<file path="src/rtl/addsub_arbiter.sv">
// addsub_arbiter: round-robin arbiter sharing one registered add/subtract
// datapath between two requesters. A grant latches the winner's operands,
// the next cycle computes and registers the result, and the result is then
// held on a valid/ready response channel tagged with the owner ID.
module addsub_arbiter #(
    parameter int unsigned WIDTH = 8
) (
    input  logic             clk,
    input  logic             rst_n,
    input  logic             req0,
    input  logic             sub0,
    input  logic [WIDTH-1:0] a0,
    input  logic [WIDTH-1:0] b0,
    input  logic             req1,
    input  logic             sub1,
    input  logic [WIDTH-1:0] a1,
    input  logic [WIDTH-1:0] b1,
    output logic             gnt0,
    output logic             gnt1,
    output logic             rsp_valid,
    output logic             rsp_id,
    input  logic             rsp_ready,
    output logic [WIDTH-1:0] y,
    output logic             cout,
    output logic             busy
);

    typedef enum logic [1:0] {
        IDLE = 2'd0,
        EXEC = 2'd1,
        RESP = 2'd2
    } state_t;

    state_t           state_q, state_d;
    logic             last_q, last_d;        // requester granted most recently
    logic             owner_q, owner_d;      // requester owning the latched operation
    logic [WIDTH-1:0] opa_q, opa_d;
    logic [WIDTH-1:0] opb_q, opb_d;
    logic             op_sub_q, op_sub_d;
    logic             gnt0_q, gnt0_d;
    logic             gnt1_q, gnt1_d;
    logic             rsp_valid_q, rsp_valid_d;
    logic             rsp_id_q, rsp_id_d;
    logic [WIDTH-1:0] y_q, y_d;
    logic             cout_q, cout_d;
    logic             busy_q, busy_d;

    logic             any_req;
    logic             winner;
    logic [WIDTH:0]   result_ext;

    // Arbitration: a lone requester wins; on a tie the one not granted last wins.
    always_comb begin
        any_req = req0 | req1;
        if (req0 && req1) begin
            winner = ~last_q;
        end else begin
            winner = req1;
        end
    end

    // Shared datapath on the latched operands. Bit WIDTH is the carry for an
    // add and, since both operands are zero-extended, the borrow for a subtract.
    always_comb begin
        if (op_sub_q) begin
            result_ext = {1'b0, opa_q} - {1'b0, opb_q};
        end else begin
            result_ext = {1'b0, opa_q} + {1'b0, opb_q};
        end
    end

    // Next-state and registered-output logic for the IDLE/EXEC/RESP sequencer.
    always_comb begin
        state_d     = state_q;
        last_d      = last_q;
        owner_d     = owner_q;
        opa_d       = opa_q;
        opb_d       = opb_q;
        op_sub_d    = op_sub_q;
        gnt0_d      = 1'b0;
        gnt1_d      = 1'b0;
        rsp_valid_d = rsp_valid_q;
        rsp_id_d    = rsp_id_q;
        y_d         = y_q;
        cout_d      = cout_q;

        unique case (state_q)
            IDLE: begin
                if (any_req) begin
                    state_d  = EXEC;
                    last_d   = winner;
                    owner_d  = winner;
                    opa_d    = winner ? a1 : a0;
                    opb_d    = winner ? b1 : b0;
                    op_sub_d = winner ? sub1 : sub0;
                    gnt0_d   = ~winner;
                    gnt1_d   = winner;
                end
            end
            EXEC: begin
                state_d     = RESP;
                y_d         = result_ext[WIDTH-1:0];
                cout_d      = result_ext[WIDTH];
                rsp_id_d    = owner_q;
                rsp_valid_d = 1'b1;
            end
            RESP: begin
                if (rsp_ready) begin
                    state_d     = IDLE;
                    rsp_valid_d = 1'b0;
                end
            end
            default: begin
                state_d     = IDLE;
                rsp_valid_d = 1'b0;
            end
        endcase

        busy_d = (state_d != IDLE);
    end

    // Single state register: synchronous active-low reset discards any
    // in-flight transaction and returns the tie pointer to requester 1.
    always_ff @(posedge clk) begin
        if (!rst_n) begin
            state_q     <= IDLE;
            last_q      <= 1'b1;
            owner_q     <= 1'b0;
            opa_q       <= '0;
            opb_q       <= '0;
            op_sub_q    <= 1'b0;
            gnt0_q      <= 1'b0;
            gnt1_q      <= 1'b0;
            rsp_valid_q <= 1'b0;
            rsp_id_q    <= 1'b0;
            y_q         <= '0;
            cout_q      <= 1'b0;
            busy_q      <= 1'b0;
        end else begin
            state_q     <= state_d;
            last_q      <= last_d;
            owner_q     <= owner_d;
            opa_q       <= opa_d;
            opb_q       <= opb_d;
            op_sub_q    <= op_sub_d;
            gnt0_q      <= gnt0_d;
            gnt1_q      <= gnt1_d;
            rsp_valid_q <= rsp_valid_d;
            rsp_id_q    <= rsp_id_d;
            y_q         <= y_d;
            cout_q      <= cout_d;
            busy_q      <= busy_d;
        end
    end

    assign gnt0      = gnt0_q;
    assign gnt1      = gnt1_q;
    assign rsp_valid = rsp_valid_q;
    assign rsp_id    = rsp_id_q;
    assign y         = y_q;
    assign cout      = cout_q;
    assign busy      = busy_q;

endmodule

</file>
<file path="config.mk">
export PLATFORM = sky130hd
export DESIGN_NAME = addsub_arbiter
export DESIGN_NICKNAME = d
export VERILOG_FILES = /design/src/rtl/addsub_arbiter.sv
export SDC_FILE = /design/constraint.sdc
export NUM_CORES = 1
export LEC_CHECK = 0
export BUFFER_PORTS_ARGS = -buffer_cell sky130_fd_sc_hd__buf_2
export CORE_MARGIN = 4
export CORE_UTILIZATION = 45
export CTS_BUF_LIST = sky130_fd_sc_hd__clkbuf_16
export DETAILED_ROUTE_END_ITERATION = 8
export PLACE_DENSITY = 0.7
export RECOVER_POWER = 25
export SYNTH_ARGS = -nofsm -noshare
export SYNTH_HDL_FRONTEND = slang
export SYNTH_SLANG_ARGS = --single-unit
</file>
<file path="constraint.sdc">
create_clock -name clk -period 5.3 [get_ports clk]
set_input_delay 0.265 -clock clk [delete_from_list [all_inputs] [get_ports clk]]
set_output_delay 0.265 -clock clk [all_outputs]
set_load 0.05 [all_outputs]
</file>
# Yosys cells after proc, flatten, opt, wreduce, memory -nomap -nowiden

Index checks and enable logic that the tools add are counted.

Flip-flop bits (word level): 35
Memories: 0
Bits in read-only memories: 0
Input port bits: 39
Output and inout port bits: 14
RAM bits: 0
Bits in latches: 0
Logic and storage cells: 38

$add $sub $neg: 2
Multipliers: 0
Order comparisons: 0
Eq/ne operators: 3
Shifts and indexed selects: 0
Mux-type cells: 10
Bitwise operators: 4
Reductions and logical operators: 6
Div/mod/pow operators: 0

Operators with widths:

| kind                 | count |
|---|---|
| $mux W8              | 2 |
| $add A8 B8 Y9        | 1 |
| $mux W9              | 1 |
| $sub A8 B8 Y9        | 1 |
| $pmux W2 S3          | 1 |
| $mux W2              | 2 |
| $reduce_and A2 Y1    | 2 |
| $mux W1              | 3 |
| $not A1 Y1           | 3 |
| $pmux W1 S3          | 1 |
| $reduce_and A3 Y1    | 1 |
| $eq A2 B1 Y1 const B | 1 |
| $eq A2 B2 Y1 const B | 1 |
| $logic_not A2 Y1     | 1 |
| $ne A2 B2 Y1 const B | 1 |
| $reduce_bool A2 Y1   | 1 |
| $logic_and A1 B1 Y1  | 1 |
| $or A1 B1 Y1         | 1 |

# Depth between registers and ports, before layout

Depth after elaboration: 4
Mapped depth: 10
Depth with buffers taken out: 10

# Worst setup path before layout

No wires, ideal clock.

Path type: flip-flop to flip-flop
Start point: register opb_q[0]
End point: register y_q[7], in the netlist y[7]
Period minus slack after synthesis: 2.246 ns
Stages on the path, launching flop included: 11
Arrival: 2.130 ns
Buffers on the path: 0
Path slack: 3.054 ns
Cells stage by stage: dfxtp_1 inv_1 ha_1 mux2_2 inv_1 ha_1 nor2b_4 o31a_1 o41ai_2 mux2i_1 a31o_1

Word-level cells in the longest chain between the ends: 2
Elaborated cells between the ends (all ways): 3
Those cells by class: add/sub: 2; mux: 1

RTL lines:

| element                                               | line   | RTL |
|---|---|---|
| start: declaration                                    | 38     | `logic [WIDTH-1:0] opb_q, opb_d;` |
| start signal: assignment                              | 144    | `opb_q <= opb_d;` |
| $add A8 B8 Y9 / $sub A8 B8 Y9 (equally long branches) | 68, 66 |  |
| $mux W9 *                                             | 65     | `if (op_sub_q) begin` |
| end signal: assignment                                | 150    | `y_q <= y_d;` |
| end: declaration                                      | 44     | `logic [WIDTH-1:0] y_q, y_d;` |

Every way passes the cells marked *; elsewhere a longest branch is shown, timed or not.
A chain may end at the register's enable or synchronous reset.

# Worst setup path after layout

Start point: register opb_q[0]
End point: register cout_q, in the netlist cout

Word-level cells in the longest chain between the ends: 2
Elaborated cells between the ends (all ways): 3
Those cells by class: add/sub: 2; mux: 1

RTL lines:

| element                                               | line   | RTL |
|---|---|---|
| $add A8 B8 Y9 / $sub A8 B8 Y9 (equally long branches) | 68, 66 |  |
| $mux W9 *                                             | 65     |  |
| end signal: assignment                                | 151    | `cout_q <= cout_d;` |
| end: declaration                                      | 45     | `logic cout_q, cout_d;` |

Marked as above.

==> summary.json <==
{
  "synth.yosys.seq_area_share_pct": 36.2,
  "drcViolationCount": 0,
  "synth_top_area_cell": "sky130_fd_sc_hd__dfxtp_1",
  "cts.sink_count": 35,
  "synthToLayoutAreaGrowth_pct": 20.6,
  "finalMaxSlewViolations": 40,
  "failed_checks": "capacitance limit, slew limit",
  "timing.critical_path.from": "opb_q[0]$_SDFFE_PN0P_",
  "ctsHtreeMaxLevel": 2,
  "cts.path.max_buffers": 2,
  "dr.pass1.iters": 4,
  "synth.lib_cells_used.distinct": 37,
  "ant_nets": 0,
  "clkLatencyLatePin_ns": 0.28,
  "layout_commonest_cell": "sky130_fd_sc_hd__buf_2",
  "fin_hold_ws_ns": 0.280,
  "yosysWarnings": 0,
  "instances_no_fill": 308,
  "dr.first_iter.drc_count": 47,
  "p_clk_share_pct": 29.4,
  "rsz0062_at_grt": "false",
  "cts_inserted_buffers": 5,
  "clockRootBuffer": "sky130_fd_sc_hd__clkbuf_16",
  "internal_power_uw": 608,
  "worst_path_most_repeated_cell": "sky130_fd_sc_hd__nor4_1",
  "hpwl_um": 2970,
  "core-area_um2": 4090,
  "hold_path_startpoint": "rsp_ready",
  "largest_net_degree_at_the_start_of_global_routing": 40,
  "worst_r2r_startpoint": "opb_q[0]$_SDFFE_PN0P_",
  "clock.fmax_mhz": 397,
  "pin_count": 53,
  "hold_path_class": "in -> reg",
  "starting_utilization_of_the_core_area_pct": 47.4,
  "combPwrFrac_pct": 35.9,
  "finalNetCount": 306,
  "path_class": "reg -> reg",
  "global_route_wire_length_before_repair_um": 6850,
  "max-vdd-ir-drop_v": 0.000193,
  "layout.area.seq_um2": 701,
  "slowest_delay_ns": 0.40,
  "worst_relative_slew_slack_pct": -2.25,
  "portBuffers": 52,
  "post_cts_resize_count": 0,
  "cts.hold.buffers_added": 0,
  "placement_rows": 23,
  "netSwitchingFraction_pct": 35.0,
  "insertedDiodeCount": 0,
  "post_synthesis_mean_instance_area_um2": 9.22,
  "timing.final.hold_violations": 0,
  "critical-path-slowest-cell": "sky130_fd_sc_hd__fa_1",
  "globalRouteOverflowTotal": 0,
  "power.density_nw_per_um2": 400,
  "setup.worst_path.start_class": "register",
  "dieHeight_um": 73.6,
  "most-common-layout-cells": "sky130_fd_sc_hd__buf_2 (41), sky130_fd_sc_hd__dfxtp_1 (35), sky130_fd_sc_hd__nand2_1 (26)",
  "postCtsSetupRepairBufs": 0,
  "critical_path.max_fanout": 5,
  "leakage_uw": 0.00118,
  "timing.critical_path.buf_inv": 1,
  "route.final.wire_length_um": 3980,
  "period_minus_slack_ns": 2.52,
  "part_of_the_power_in_registers_pct": 34.7,
  "clkSlewWorstSetupHoldPaths_ns": 0.05,
  "synth_top_area_share_pct": 36.2,
  "cp_cell_sequence": "inv_1 -> ha_1 -> mux2_2 -> fa_1 -> nand2b_1 -> a21oi_1 -> nor4_1 -> nor4_1 -> nor3b_1",
  "synth.net_count": 259,
  "cell_type_group_with_the_largest_total_delay_on_the_critical_path": "simple AND/OR/NAND/NOR gates",
  "vias_in_the_first_global_route": 1620,
  "timing_worst_slew_pin_value_ns": 1.53,
  "worst_clock_skew_ns": 0.00326,
  "power.switching_uw": 327,
  "layout-drive-gt1-share_pct": 21.3,
  "critical_path_endpoint_category": "register",
  "die_w_um": 73.6,
  "number_of_max_cap_violations": 1,
  "final.fill_count": 405,
  "setup_viol": 0,
  "multi_input_logic_area_um2": 1150,
  "gpl.final_weighted_congestion": 0.834,
  "globalRouteTotalUtil_pct": 16.3,
  "critPathArrivalTime_ns": 2.67,
  "route.detailed.wl_per_inst_um": 12.9,
  "netlist_top_cells_area": "sky130_fd_sc_hd__dfxtp_1 (36%), sky130_fd_sc_hd__o211a_1 (10%), sky130_fd_sc_hd__mux2i_1 (9.3%), sky130_fd_sc_hd__ha_1 (5.8%), sky130_fd_sc_hd__nand2_1 (5.0%)",
  "min_period_over_period_pct": 47.6,
  "outcome": "complete, but fails checks",
  "synth_seq_cells": 35,
  "worst_ep_required_time_ns": 5.45,
  "netlist_area_um2": 1940,
  "tritoncts_clock_tree": "done",
  "setup_tns_ns": 0,
  "viasPerCell": 5.23,
  "route.vias.total": 1610,
  "grt_antenna_before_repair": 0,
  "syn_inst": 210,
  "place.detailed.instances": 300,
  "die_ar_um2": 5410
}
==> worst paths after layout <==
check	to	slack [ns]	cells after the start
worst max register to register	cout$_SDFFE_PN0P_	2.78	9
worst min-delay path	rsp_valid$_SDFFE_PN0P_	0.28	3
worst min register to register	rsp_id$_SDFFE_PN0P_	0.46	2
worst max-delay path	cout$_SDFFE_PN0P_	2.78	9
==> worst min-delay path, stage by stage <==
cell	delay [ns]
sky130_fd_sc_hd__buf_2	0.09
sky130_fd_sc_hd__o21ai_0	0.06
sky130_fd_sc_hd__o211a_1	0.10
==> kinds of logic after synthesis <==
group | share of synthesized area [%]
muxes | 9.89
DFF | 36.2
xor gates and xnor gates | 3.62
AOI/OAI and AO/OA | 22.6
buffers and inverters | 4.33
and+or+nand+nor | 16.5
adders and majority gates | 6.85
==> synthesized netlist by cell type (all sizes together) <==
master	number
o22a	1
mux2i	18
clkbuf	5
and3	2
fa	1
nor4	3
nor2b	3
o21a	3
nor2	11
nor3b	2
inv	6
xnor2	6
nor3	3
a21oi	7
o211ai	3
o41ai	1
nand2	26
nand3b	2
xor2	2
and4b	1
a31o	1
ha	9
o21ai	7
o211a	20
a21boi	5
nand2b	6
a211oi	1
a31oi	3
dfxtp	35
a21o	2
buf	8
nand3	5
mux2	1
o31a	1
==> layout make-up <==
class                   count  share of cell area [%]
well taps                  50                    2.68
inverters                   6                   0.965
clock buffers               5                    5.36
flip-flops and latches     35                    30.0
clock inverters             3                   0.643
repair buffers             53                    10.9
multi-input cells         156                    49.5
==> power by group through the flow <==
stage | clock [uW] | sequential (uW) | combinational [uW]
floorplan | 0 | 375 | 221
global placement | 0 | 328 | 336
CTS | 281 | 324 | 341
detailed placement | 0 | 329 | 339
finish | 275 | 324 | 335
global route | 293 | 329 | 377
==> sequential cells by signal, summed over array words and instances, names as in the netlist <==
register   cells
state_q        2
op_sub_q       1
rsp_valid      1
rsp_id         1
last_q         1
owner_q        1
gnt1           1
opa_q          8
opb_q          8
cout           1
busy           1
gnt0           1
y              8
==> through the flow <==
step	utilization [%]	worst slack, ns	cell area, um^2	power, uW
after global routing	57.1	2.62	2330	999
after detailed placement	54.0	2.90	2210	668
after CTS	57.5	2.87	2350	945
after floorplan	-	3.05	1940	596
final	57.1	2.78	2330	934
after global placement	54.0	2.98	2210	664
==> per-layer routing <==
metal	wire [um]	track usage, %
met1	1760	18.2
met2	1910	29.1
met3	250	5.20
met4	61	5.43
met5	0	0
Power figures use the tool's default switching activity.
